<file path="config.mk">
export PLATFORM = sky130hd
export DESIGN_NAME = fft_stage_buffer
export DESIGN_NICKNAME = d
export VERILOG_FILES = /design/src/rtl/fft_pkg.sv /design/src/rtl/fft_pair_addr.sv /design/src/rtl/fft_stage_buffer.sv
export SDC_FILE = /design/constraint.sdc
export NUM_CORES = 2
export LEC_CHECK = 0
export CAP_MARGIN = 20
export CORE_MARGIN = 2
export CORE_UTILIZATION = 60
export DETAILED_ROUTE_END_ITERATION = 10
export PLACE_DENSITY_LB_ADDON = 0.15
export SLEW_MARGIN = 20
export SYNTH_ARGS = -nofsm -noshare
export SYNTH_HDL_FRONTEND = slang
export SYNTH_HIERARCHICAL = 1
export SYNTH_SLANG_ARGS = --single-unit
</file>
<file path="constraint.sdc">
create_clock -name i_clk -period 15.5 [get_ports i_clk]
set_clock_uncertainty 0.15 [all_clocks]
set_input_delay 3.1 -clock i_clk [delete_from_list [all_inputs] [get_ports i_clk]]
set_output_delay 3.1 -clock i_clk [all_outputs]
set_load 0.02 [all_outputs]
</file>
<file path="src/rtl/fft_pkg.sv">
// Shared constants, types and addressing helpers for the FFT stage reorder buffer.
// Frame size is fixed here; every FFT block in the datapath imports it.
package fft_pkg;
  localparam int N     = 16;
  localparam int LOG2N = $clog2(N);
  localparam int STW   = ($clog2(LOG2N) < 1) ? 1 : $clog2(LOG2N);
  localparam int KW    = LOG2N - 1;

  typedef logic [LOG2N-1:0] addr_t;
  typedef logic [KW-1:0]    pair_idx_t;
  typedef logic [STW-1:0]   stage_t;

  typedef struct packed {
    logic [31:0] re;
    logic [31:0] im;
  } complex_t;

  typedef struct packed {
    addr_t a;
    addr_t b;
  } addr_pair_t;

  function automatic addr_t bitrev(input addr_t x);
    addr_t r;
    for (int i = 0; i < LOG2N; i++) r[i] = x[LOG2N-1-i];
    return r;
  endfunction

  // addr_a is k with a zero inserted at the 'half' bit; addr_b sets that bit.
  // Stages at or past the last one collapse to half = 1.
  function automatic addr_pair_t pair_addr(input stage_t s, input pair_idx_t k);
    addr_pair_t p;
    int         h;
    addr_t      kx;
    addr_t      lo_mask;
    addr_t      a;
    h       = (int'(s) >= LOG2N - 1) ? 0 : (LOG2N - 1 - int'(s));
    kx      = addr_t'(k);
    lo_mask = addr_t'((1 << h) - 1);
    a       = ((kx & ~lo_mask) << 1) | (kx & lo_mask);
    p.a     = a;
    p.b     = a | addr_t'(1 << h);
    return p;
  endfunction
endpackage

</file>
<file path="src/rtl/fft_pair_addr.sv">
// Combinational pair-address generator: in-place butterfly addressing for a stage,
// or bit-reversed natural-order addressing when final_mode is set.
module fft_pair_addr
  import fft_pkg::*;
(
  input  logic [STW-1:0]   stage,
  input  logic [KW-1:0]    k,
  input  logic             final_mode,
  output logic [LOG2N-1:0] addr_a,
  output logic [LOG2N-1:0] addr_b
);
  addr_pair_t p;

  always_comb begin
    p      = pair_addr(stage, k);
    addr_a = p.a;
    addr_b = p.b;
    if (final_mode) begin
      addr_a = bitrev({k, 1'b0});
      addr_b = bitrev({k, 1'b1});
    end
  end
endmodule

</file>
<file path="src/rtl/fft_stage_buffer.sv">
// Ping-pong reorder buffer: captures one butterfly frame in stage-s order, replays it
// for stage s+1 (or bit-reversed after the last stage). 2-cycle fill, then 1 pair/cycle.
module fft_stage_buffer
  import fft_pkg::*;
(
  input  logic             i_clk,
  input  logic             i_reset,
  input  logic             i_in_valid,
  output logic             o_in_ready,
  input  logic [STW-1:0]   i_stage,
  input  logic [31:0]      i_A_real,
  input  logic [31:0]      i_A_imag,
  input  logic [31:0]      i_B_real,
  input  logic [31:0]      i_B_imag,
  output logic             o_valid,
  input  logic             i_ready,
  output logic [31:0]      o_A_real,
  output logic [31:0]      o_A_imag,
  output logic [31:0]      o_B_real,
  output logic [31:0]      o_B_imag,
  output logic [STW-1:0]   o_stage,
  output logic             o_final,
  output logic             o_last
);
  complex_t       mem [2][N];
  logic [1:0]     full;
  stage_t         bank_stage [2];
  logic           wbank, rbank;
  logic [KW-1:0]  kw, kr;

  logic           in_fire, load, rd_final;
  stage_t         wr_stage, rd_stage, rd_addr_stage;
  addr_t          wa, wb, ra, rb;
  complex_t       rd_a, rd_b;

  assign o_in_ready    = !full[wbank];
  assign in_fire       = i_in_valid && o_in_ready;
  assign wr_stage      = (kw == '0) ? i_stage : bank_stage[wbank];
  assign rd_stage      = bank_stage[rbank];
  assign rd_final      = int'(rd_stage) >= LOG2N - 1;
  assign rd_addr_stage = rd_stage + 1'b1;
  assign load          = full[rbank] && (!o_valid || i_ready);
  assign rd_a          = mem[rbank][ra];
  assign rd_b          = mem[rbank][rb];

  fft_pair_addr u_wr_addr (
    .stage      (wr_stage),
    .k          (kw),
    .final_mode (1'b0),
    .addr_a     (wa),
    .addr_b     (wb)
  );

  fft_pair_addr u_rd_addr (
    .stage      (rd_addr_stage),
    .k          (kr),
    .final_mode (rd_final),
    .addr_a     (ra),
    .addr_b     (rb)
  );

  // Two write ports per bank: A and B land at distinct addresses of the same bank.
  always_ff @(posedge i_clk) begin
    if (in_fire) begin
      mem[wbank][wa] <= {i_A_real, i_A_imag};
      mem[wbank][wb] <= {i_B_real, i_B_imag};
    end
  end

  // A write needs !full[wbank] and a load needs full[rbank], so the two sides
  // never touch the same bank's flag in one cycle.
  always_ff @(posedge i_clk or negedge i_reset) begin
    if (!i_reset) begin
      full          <= '0;
      wbank         <= 1'b0;
      rbank         <= 1'b0;
      kw            <= '0;
      kr            <= '0;
      bank_stage[0] <= '0;
      bank_stage[1] <= '0;
    end else begin
      if (in_fire) begin
        if (kw == '0) bank_stage[wbank] <= i_stage;
        if (&kw) begin
          full[wbank] <= 1'b1;
          wbank       <= ~wbank;
          kw          <= '0;
        end else begin
          kw <= kw + 1'b1;
        end
      end
      if (load) begin
        if (&kr) begin
          full[rbank] <= 1'b0;
          rbank       <= ~rbank;
          kr          <= '0;
        end else begin
          kr <= kr + 1'b1;
        end
      end
    end
  end

  always_ff @(posedge i_clk or negedge i_reset) begin
    if (!i_reset) begin
      o_valid  <= 1'b0;
      o_A_real <= '0;
      o_A_imag <= '0;
      o_B_real <= '0;
      o_B_imag <= '0;
      o_stage  <= '0;
      o_final  <= 1'b0;
      o_last   <= 1'b0;
    end else if (load) begin
      o_valid  <= 1'b1;
      o_A_real <= rd_a.re;
      o_A_imag <= rd_a.im;
      o_B_real <= rd_b.re;
      o_B_imag <= rd_b.im;
      o_stage  <= rd_final ? '0 : rd_addr_stage;
      o_final  <= rd_final;
      o_last   <= &kr;
    end else if (i_ready) begin
      o_valid <= 1'b0;
    end
  end
endmodule

</file>
==> results by group <==
Flow run
  – Max Cap Violations: 0

Routing
  – Vias: around 70000
  – Via-to-Cell Ratio: approximately 7.4
  – Final wirelength: 341000 microns
  – Number of remaining DRC errors: 0
  – WL/cell: between 30 and 40 microns
  – Number of nets with antenna violations after routing: 0
  – DRT Pass-1 Iters: 9
  – DRT iter0 DRCs: around 12000

Setup path
  – Worst setup EP type: flop
  – Critical path class: primary input to flop
  – Cell Chain, Critical Path: clkdlybuf4s50_1 -> nor2_1 -> a21oi_1 -> a21oi_1 -> o21ai_0 -> nand4b_1 -> nor2_4 -> a21oi_1 -> nor2_4 -> buf_4
  – Flop2flop setup slack: around 8500 ps
  – Crit path capture: mem[0][660]$_DFFE_PP_
  – CP Max Fanout: between 40 and 50
  – Slowest stage cell, crit path: nor2_4
  – Critical path's top delay family: simple AND/OR/NAND/NOR gates
  – Worst Setup SP: i_stage[0]
  – WP buf/inv: 2
  – R2R cell count: 9
  – Worst path arrival time: between 8000 and 9000 ps
  – Critical path's largest stage delay: between 900 and 1000 ps
  – Crit-path most repeated cell: a21oi_1
  – Launch point of the worst reg-to-reg path: rbank$_DFFE_PN0P_
  – Worst EP required: 15830 ps
  – R2r endpoint: o_A_imag[16]$_DFFE_PN0P_
  – CP Launch Type: primary input
  – Critical path depth: 10

Status
  – Outcome: finished, final reports clean

Min path
  – Hold_sp: o_final$_DFFE_PN0P_
  – HP Class: flop to flop

Placement
  – Final Wtd Congestion: a little under 0.9
  – Post-DP HPWL: about 190000 microns
  – I/O Buffers: between 200 and 300

Global routing
  – Total gr overflow: 0
  – Gr usage total: 37.8%
  – Largest net degree at the start of global routing: approximately 160
  – First-pass GRT wire length: approximately 480000 microns
  – Vias in the first global route: 69300
  – Initial antenna violation count: 13

Synth
  – Syn_nets: slightly above 7000
  – Gate Count Post-Synth: between 6000 and 7000
  – Top-count cell post-synth: edfxtp_1
  – Dominant cell type by area after synthesis: edfxtp_1
  – Post-synth EDFFs: approximately 2000
  – Cell Area, Synth: between 100000 and 150000 sq um
  – Commonest cells in the netlist: edfxtp_1, mux2_2, o22ai_1
  – Ys flop type: edfxtp_1
  – FF+latch count, synth: around 2200
  – Synth unique cells: 55
  – Yosys Warn Count: 6
  – Fraction of registers with async set/reset: under 10%
  – Yosys top cell area share: approximately 59%
  – Synth Area per Inst: around 15 sq um
  – Post-synthesis sequential area ratio: around 63%
  – Top cells by area, synth: edfxtp_1, mux2_2, o22ai_1

Cells and area
  – Multi-input gate area: approximately 36000 sq um
  – Layout cell share with drive strength beyond 1: about 30%
  – Syn-to-layout area delta: 10.5%
  – Nets: roughly 7000
  – FILL cells: about 12000
  – Register Area: around 65000 sq um

Timing
  – Final Cycle Share: 52.3%
  – RSZ-0062 raised after global routing: no
  – Hold Fails Final Rpt: 0
  – Min Tclk post-route: ~8000 ps
  – Final setup vio count: 0
  – Worst slew margin: roughly 14%
  – Fmax: roughly 120 MHz
  – Worst-margin pin slew: ~1300 ps
  – Max-slew violations: 0
  – Setup TNS: 0 ps

Clocking
  – Clock buffer depth: 3
  – CTS tree: yes
  – Worst-Skew Late Latency: ~870 ps
  – Hold-fix buffers, CTS: 0
  – CTS clock-pin slew for the worst setup and hold paths: ~60 ps
  – Cts repair resizes: 0
  – Number of post-CTS setup repair buffers: 0
  – H-tree depth: 4
  – Num CTS Buffers: roughly 220
  – Clk sinks: roughly 2200
  – Root buffer cell: clkbuf_16

Die
  – DIE WIDTH: around 420 microns
  – Die Area: ~180000 sq um
  – Core area: 172000 sq um
  – Ports: 268
  – Core Rows: ~150
  – Initial Util: around 60%
  – Die Height: ~420 microns
-- placed cells by master (no fill, tap or decap), drive strengths merged, types with 4 or more instances in the layout --
cell type,synthesis,layout
mux2,1727,1727
or3,42,42
clkinv,0,85
a22oi,95,95
diode,0,10
inv,8,15
a22o,19,19
ha,6,6
nor3b,4,4
nor2,180,180
nand2b,11,11
and2,9,9
edfxtp,2048,2048
or2,5,5
a221oi,243,243
o21a,39,39
nor2b,30,30
clkbuf,366,307
o22ai,639,639
nand2,24,24
clkdlybuf4s50,0,266
nand3,11,11
bufinv,0,17
dfrtp,147,147
a21oi,213,213
buf,308,140
a31oi,130,130
a41oi,4,4
mux2i,342,342
o21ai,98,98
nor3,172,172
-- routing by layer --
layer | vias to the layer above | global-route usage (%) | share of wire (%)
met5 | - | 0 | 0.015
met4 | 6 | 17.1 | 5.0
met3 | 1102 | 8.71 | 13
met2 | 5791 | 58.8 | 46
met1 | 35300 | 51.0 | 36
li1 | 27900 | - | -
-- through the flow --
step / hold slack (ps) / std cells / utilization (%) / cell area, sq um / setup WS, ps
after global routing: 388 / 9409 / 66.9 / 115000 / 7230
after floorplan: 346 / 6946 / - / 104000 / 7240
after detailed placement: 372 / 8989 / 62.7 / 108000 / 6690
after global placement: 361 / 8989 / 62.7 / 108000 / 6790
final: 376 / 9416 / 66.9 / 115000 / 7390
after CTS: 385 / 9406 / 66.9 / 115000 / 7700
-- kinds of logic (layout without fill, tap and decap cells) --
logic type               Yosys count  in the layout  synth area share [%]
AO/OA/AOI/OAI                   1493           1493                  9.42
XOR/XNOR                           2              2                0.0168
adder cells (fa/ha/maj)            6              6                0.0720
buffers and inverters            682            832                  3.30
flip-flops                      2195           2195                  62.5
multiplexers                    2069           2069                  22.3
other                              1             11               0.00360
AND/OR/NAND/NOR                  498            498                  2.34
-- state kept, by name, indices dropped and copies added (netlist names) --
name and flops:
o_B_imag 32, bank_stage 4, o_final 1, kw 3, o_valid 1, rbank 1, o_stage 2, o_B_real 32
wbank 1, o_A_real 32, mem 2048, o_A_imag 32, kr 3, full 2, o_last 1
-- final cells by class --
| cell class | count | area share, % |
|---|---|---|
| antenna | 10 | 0.0217 |
| clock buffer | 306 | 5.27 |
| clock inverter | 111 | 0.914 |
| inverter | 8 | 0.0261 |
| multi-input combinational | 4069 | 31.3 |
| sequential | 2195 | 56.6 |
| tap | 2310 | 2.51 |
| timing repair buffer | 407 | 3.31 |
-- worst min path at each step --
stage / slack, ps / depth (start not counted) / end
2_1_floorplan: 350 / 1 / bank_stage[0]$_DFFE_PN0P_
3_3_place_gp: 360 / 1 / o_final$_DFFE_PN0P_
3_5_place_dp: 370 / 1 / o_stage[0]$_DFFE_PN0P_
4_1_cts: 380 / 1 / o_stage[0]$_DFFE_PN0P_
5_1_grt: 390 / 1 / o_final$_DFFE_PN0P_
6_report: 380 / 1 / o_final$_DFFE_PN0P_
Power is left out: the tool's default activity adds up to more than one toggle a clock period on the data nets, which glitch-free logic cannot reach.
